File: src/rtl/display_scheduler.sv
// Time-multiplexed 4-digit display scan sharing one BCD converter among three plant counters.
// Optional leading-zero blanking of the tens digit: define DISPLAY_BLANK_EN.
module display_scheduler #(
  parameter int SCAN_DIV      = 50000,
  parameter int ROTATE_FRAMES = 250
) (
  input  logic       clk,
  input  logic       reset,
  input  logic [4:0] cnt_bottles,
  input  logic [4:0] cnt_corks,
  input  logic [4:0] cnt_boxes,
  input  logic [1:0] sel_mode,
  input  logic [3:0] bcd_dezena,
  input  logic [3:0] bcd_unidade,
  output logic [4:0] conv_bin,
  output logic [3:0] seg_digit,
  output logic [3:0] digit_en,
  output logic [1:0] src_id,
  output logic       frame_tick
);

  localparam int PW = (SCAN_DIV > 2) ? $clog2(SCAN_DIV) : 1;
  localparam int RW = $clog2(ROTATE_FRAMES + 1);

  typedef enum logic [1:0] {S0, S1, S2, S3} slot_t;

  logic [PW-1:0] prescaler;
  logic          tick;
  slot_t         slot, slot_nxt;
  logic [RW-1:0] rot, rot_nxt;
  logic [1:0]    src_nxt;
  logic [4:0]    snap_nxt;
  logic [3:0]    de_nxt, seg_nxt, tens_shown;
  logic          ft_nxt;

  assign tick = (prescaler == PW'(SCAN_DIV - 1));

`ifdef DISPLAY_BLANK_EN
  assign tens_shown = (bcd_dezena == 4'd0) ? 4'hF : bcd_dezena;
`else
  assign tens_shown = bcd_dezena;
`endif

  always_ff @(posedge clk) begin
    if (reset) begin
      prescaler  <= '0;
      slot       <= S3;
      rot        <= '0;
      src_id     <= 2'd0;
      conv_bin   <= '0;
      digit_en   <= '1;
      seg_digit  <= 4'hF;
      frame_tick <= 1'b0;
    end else begin
      prescaler  <= tick ? '0 : prescaler + 1'b1;
      slot       <= slot_nxt;
      rot        <= rot_nxt;
      src_id     <= src_nxt;
      conv_bin   <= snap_nxt;
      digit_en   <= de_nxt;
      seg_digit  <= seg_nxt;
      frame_tick <= ft_nxt;
    end
  end

  always_comb begin
    slot_nxt = slot;
    rot_nxt  = rot;
    src_nxt  = src_id;
    snap_nxt = conv_bin;
    de_nxt   = digit_en;
    seg_nxt  = seg_digit;
    ft_nxt   = 1'b0;
    if (tick) begin
      case (slot)
        S3: begin
          // Frame boundary: choose the source, then freeze its counter for the whole frame.
          slot_nxt = S0;
          ft_nxt   = 1'b1;
          de_nxt   = 4'b0111;
          if (sel_mode != 2'b00) begin
            src_nxt = sel_mode - 2'd1;
            rot_nxt = '0;
          end else if (rot == RW'(ROTATE_FRAMES - 1)) begin
            rot_nxt = '0;
            src_nxt = (src_id == 2'd2) ? 2'd0 : src_id + 2'd1;
          end else begin
            rot_nxt = rot + 1'b1;
          end
          case (src_nxt)
            2'd0:    snap_nxt = cnt_bottles;
            2'd1:    snap_nxt = cnt_corks;
            default: snap_nxt = cnt_boxes;
          endcase
          seg_nxt = {2'b00, src_nxt} + 4'd1;
        end
        S0: begin
          slot_nxt = S1;
          de_nxt   = 4'b1011;
          seg_nxt  = 4'hF;
        end
        S1: begin
          slot_nxt = S2;
          de_nxt   = 4'b1101;
          seg_nxt  = tens_shown;
        end
        default: begin
          slot_nxt = S3;
          de_nxt   = 4'b1110;
          seg_nxt  = bcd_unidade;
        end
      endcase
    end
  end

endmodule

File: config.mk
export PLATFORM = sky130hd
export DESIGN_NAME = display_scheduler
export DESIGN_NICKNAME = d
export VERILOG_FILES = /design/src/rtl/display_scheduler.sv
export SDC_FILE = /design/constraint.sdc
export NUM_CORES = 1
export LEC_CHECK = 0
export ABC_AREA = 1
export BUFFER_PORTS_ARGS = -buffer_cell sky130_fd_sc_hd__buf_2
export CAP_MARGIN = 20
export CORE_AREA = 2 2 64 96
export DETAILED_ROUTE_END_ITERATION = 7
export DIE_AREA = 0 0 66 98
export SKIP_LAST_GASP = 1
export SYNTH_ARGS = -nofsm -noshare
export SYNTH_HDL_FRONTEND = slang
export SYNTH_SLANG_ARGS = --single-unit
File: constraint.sdc
create_clock -name clk -period 3 [get_ports clk]
set_clock_uncertainty 0.1 [all_clocks]
set_input_delay 0.3 -clock clk [delete_from_list [all_inputs] [get_ports clk]]
set_output_delay 0.3 -clock clk [all_outputs]
set_load 0.05 [all_outputs]
# [Word-level counts from Yosys, hierarchy flattened]
# Cells that the tools add are included.
# W data, S select, Z words.
[word_totals] ff_bits=42 output_inout_bits=16 word_cells=38
[op_classes] addsub=5 eq_ne=6 n_mux=12 bitwise=1 n_reduce_logical=6
[ops] op="$pmux W4 S3" n=2
[ops] op="$add A16 B1 Y16 const B" n=1
[ops] op="$eq A16 B16 Y1 const B" n=1
[ops] op="$mux W8" n=2
[ops] op="$mux W2" n=5
[ops] op="$pmux W5 S2" n=1
[ops] op="$add A8 B1 Y8 const B" n=1
[ops] op="$eq A8 B8 Y1 const B" n=1
[ops] op="$pmux W2 S3" n=1
[ops] op="$eq A2 B1 Y1 const B" n=2
[ops] op="$eq A2 B2 Y1 const B" n=2
[ops] op="$logic_not A2 Y1" n=2
[ops] op="$reduce_or A2 Y1" n=2
[ops] op="$add A2 B1 Y3 const B" n=1
[ops] op="$add A2 B1 Y2 const B" n=1
[ops] op="$reduce_and A2 Y1" n=1
[ops] op="$reduce_bool A2 Y1" n=1
[ops] op="$sub A2 B1 Y2 const B" n=1
[ops] op="$mux W1" n=1
[ops] op="$not A1 Y1" n=1

# [Depth between registers and ports, before layout]
[depth] word_depth=8 depth_mapped=15 depth_no_buf=15

# [Worst setup path before layout]
# No wires, ideal clock.
[synth_timing] path_kind="register to register" start="register rot[0]" end="register conv_bin[4]" setup_ns=0.113 arrival_ns=1.876 setup_slack_ns=0.911 path_stages_with_launch=13 period_less_slack_ns=2.089 cell_sequence="dfxtp_1 ha_1 nand2_1 nor2_2 nand3_1 a31oi_1 inv_1 ha_1 a22o_1 nor2_1 nand2_1 nand2_1 nor2_1"
[synth_via] elab_chain_cells=7 word_cells_on_any_way=8
[synth_rtl] element="start: declaration" line_no="30" rtl="logic [RW-1:0] rot, rot_nxt;"
[synth_rtl] element="start signal: assignment" line_no="57" rtl="rot <= rot_nxt;"
[synth_rtl] element="$eq A8 B8 Y1 (*)" line_no="84" rtl="end else if (rot == RW'(ROTATE_FRAMES - 1)) begin"
[synth_rtl] element="$mux W2 (*)" line_no="84"
[synth_rtl] element="$mux W2 (*)" line_no="81" rtl="if (sel_mode != 2'b00) begin"
[synth_rtl] element="$mux W2 (*)" line_no="75" rtl="case (slot)"
[synth_rtl] element="$mux W2 (*)" line_no="74" rtl="if (tick) begin"
[synth_rtl] element="$eq A2 B1 Y1 or $logic_not A2 Y1 (tied branches)" line_no="90" rtl="case (src_nxt)"
[synth_rtl] element="$pmux W5 S2 (*)" line_no="90"
[synth_rtl] element="end signal: assignment" line_no="59" rtl="conv_bin <= snap_nxt;"
[synth_rtl] element="end: declaration" line_no="15" rtl="output logic [4:0] conv_bin,"
# Mark *: on every way between the ends. The rest lies on a longest branch, timed or not. The select of a mux whose other input is x is not followed.
# A chain may end at the register's enable or synchronous reset.

# [Worst setup path in the final report]
[layout_timing] start="register rot[0]" end="register conv_bin[0]"
# Same word-level chain as after synthesis.

==> results_dict.tcl <==
set metrics [dict create \
    track_usage_pct 18.58 \
    hold_path_class "primary input to register" \
    synthAdderAreaFrac_pct 6.166 \
    rows 34 \
    grt-ovfl-total 0 \
    clk_latency_ps 300 \
    numCtsBuffers 5 \
    yosysWarnings 0 \
    syn_inst 348 \
    dpl_cell_area_sq_um 2686 \
    critPathKind "register to register" \
    synth_compound_area_share_pct 11.82 \
    status "completed" \
    crit_cells 12 \
    cts_setup_buffers 0 \
    drt_iter0_drc 108 \
    synth.area.mux_share_pct 0 \
    cp.required_ps 3090 \
    rsz0062_at_grt "false" \
    drc_errors 0 \
    finalSetupViolCount 0 \
    synth_area_sq_um 2435 \
    grt_max_degree 22 \
    end_kind "register" \
    min_path_cells 3 \
    critPathMaxStageDelay_ps 420 \
    path_cells "ha_1 > nand2_1 > nor2_2 > nand3_1 > a31oi_1 > inv_1 > ha_1 > a22o_1 > nor2_1 > nand2_1 > nand2_1 > nor2_1" \
    areaGrowthSynthToFinish_pct 14.08 \
    fmax_ghz 0.4313 \
    p_leak_nw 1.198 \
    ctsResizeCount 0 \
    cts_tree "built" \
    critPathArrivalTime_ps 2410 \
    min_from "cnt_boxes[1]" \
    final_antenna_net_count 0 \
    tightest_slew_ps 488.9 \
    hold_viol_final 0 \
    nets 431 \
    startpoint "rot[0]" \
    irDropWorstVdd_v 0.0002238 \
    rrSetupSlack_ps 680 \
    cts_sinks 42 \
    final_layout_size_suffix_gt1_share_pct 20.87 \
    post-dp-hpwl_um 4298 \
    yosys.area_share.xor_xnor_pct 1.799 \
    dieHeight_um 98 \
    synth-simple-area-share_pct 37.05 \
    worstRegToRegCells 12 \
    fin_area_sq_um 2778 \
    yosysUniqueCellTypes 34 \
    vias 2229 \
    avgRoutedWirePerCell_um 11.93 \
    min_period_ps 2319 \
    cts_root_buffer "clkbuf_8" \
    syn_nets 387 \
    wl_um 5548 \
    dieArea_sq_um 6468 \
    diodes 0 \
    io_pins 43 \
    first_pass_iters 4 \
    coreArea_sq_um 5700 \
    fin_setup_tns_ps 0 \
    path_buf_inv 1 \
    worst_slack_ps 681.3 \
    synth-seq-cells 42 \
    gp_congestion 0.8436 \
    grt_pass1_wl_um 9321 \
    crit_top_cell "nand2_1" \
    finalCritPeriodShare_pct 77.29 \
    final_core_util_pct 48.73 \
    dieWidth_um 66 \
    cp-start-kind "register" \
    power_mw 1.006 \
    synth_top_family_by_area "simple AND/OR/NAND/NOR gates" \
    final_common_cell "nand2_1" \
    crit_family "compound AO/OA/AOI/OAI gates" \
    worst_path_max_delay_cell "dfxtp_1" \
    cts-htree-levels 2 \
    clkTransAtPathRegs_ps 80 \
    via_per_inst 4.794 \
    synth_area_per_cell_sq_um 6.997 \
    worstPathMaxFanout 6 \
    portBuffers 42 \
    cap_violations 0 \
    dp_slack_ps 668.3 \
    clockBufferDepth 2 \
    maxSlewViolCount 0 \
    grt_pass1_vias 2150 \
    power_density_nw_per_um2 362.2 \
    cts-hold-fix-buffers 0 \
    antenna_found_initial 0 \
    start_util_pct 42.71 \
    slew_headroom_pct 67.28 \
    r2r_start "rot[0]" \
    final_cell_mix "71 x nand2_1, 60 x nor2_1, 42 x dfxtp_1, 42 x buf_2, 38 x inv_1" \
    synth-seq-area-share_pct 34.53 \
]
## sequential cells by signal, summed over array words and instances, names as in the netlist
name        cells
prescaler      16
rot             8
conv_bin        5
digit_en        4
seg_digit       4
slot            2
src_id          2
frame_tick      1
## routing by layer
layer,track usage (%),routed length (um)
met5,0,0
met4,7.535,106
met3,3.687,131
met2,34.19,3012
met1,20.10,2298
## final timing paths
kind | endpoint
max | conv_bin[0]
min | conv_bin[1]
max reg2reg | conv_bin[0]
min reg2reg | prescaler[0]
## worst min-delay path: stages
cell and delay [ps]:
buf_2 70, nor2_1 30, nor2_1 80
## cell families after synthesis
logic type               after synthesis
buffers and inverters                 48
AND/OR/NAND/NOR                      193
flip-flops                            42
XOR/XNOR                               5
AO/OA/AOI/OAI                         48
adder cells (fa/ha/maj)               12
## area by class of cell
cell class | instances | area (sq um)
tap | 72 | 90.09
clock buffer | 7 | 86.33
sequential | 42 | 840.8
multi-input combinational | 258 | 1384
inverter | 43 | 161.4
timing repair buffer | 42 | 210.2
clock inverter | 1 | 5.005
fill | 620 | 2923
## Yosys cell counts (all sizes together)
master / n / share of area (%)
a22o: 6 / 2.2
buf: 4 / 1.8
o21ai: 11 / 2.4
nor2: 71 / 13
or2: 3 / 0.77
a31oi: 2 / 0.51
ha: 12 / 6.2
nand4: 6 / 2.2
nand3: 27 / 6.0
nand2: 78 / 13
nor3b: 2 / 0.82
a22oi: 1 / 0.31
xnor2: 2 / 0.72
nor3: 6 / 1.7
clkinv: 1 / 0.15
o21bai: 1 / 0.31
xor2: 3 / 1.1
o22ai: 2 / 0.51
a21oi: 25 / 5.6
clkbuf: 1 / 0.15
inv: 42 / 6.5
dfxtp: 42 / 35
## report_power, final
group | switching, mW | internal (mW) | total (mW)
clock network | 0.196 | 0.186 | 0.382
logic | 0.0359 | 0.0256 | 0.0614
registers | 0.00242 | 0.560 | 0.563
total | 0.234 | 0.772 | 1.01
## per-stage QoR
| step | hold WS (ps) | std cells |
|---|---|---|
| after floorplan | 317.5 | 348 |
| after global placement | 334.3 | 457 |
| after detailed placement | 339.9 | 457 |
| after CTS | 119.0 | 465 |
| after global routing | 132.9 | 465 |
| final | 120.7 | 465 |
Note: power is estimated with default switching activity, not from simulation.
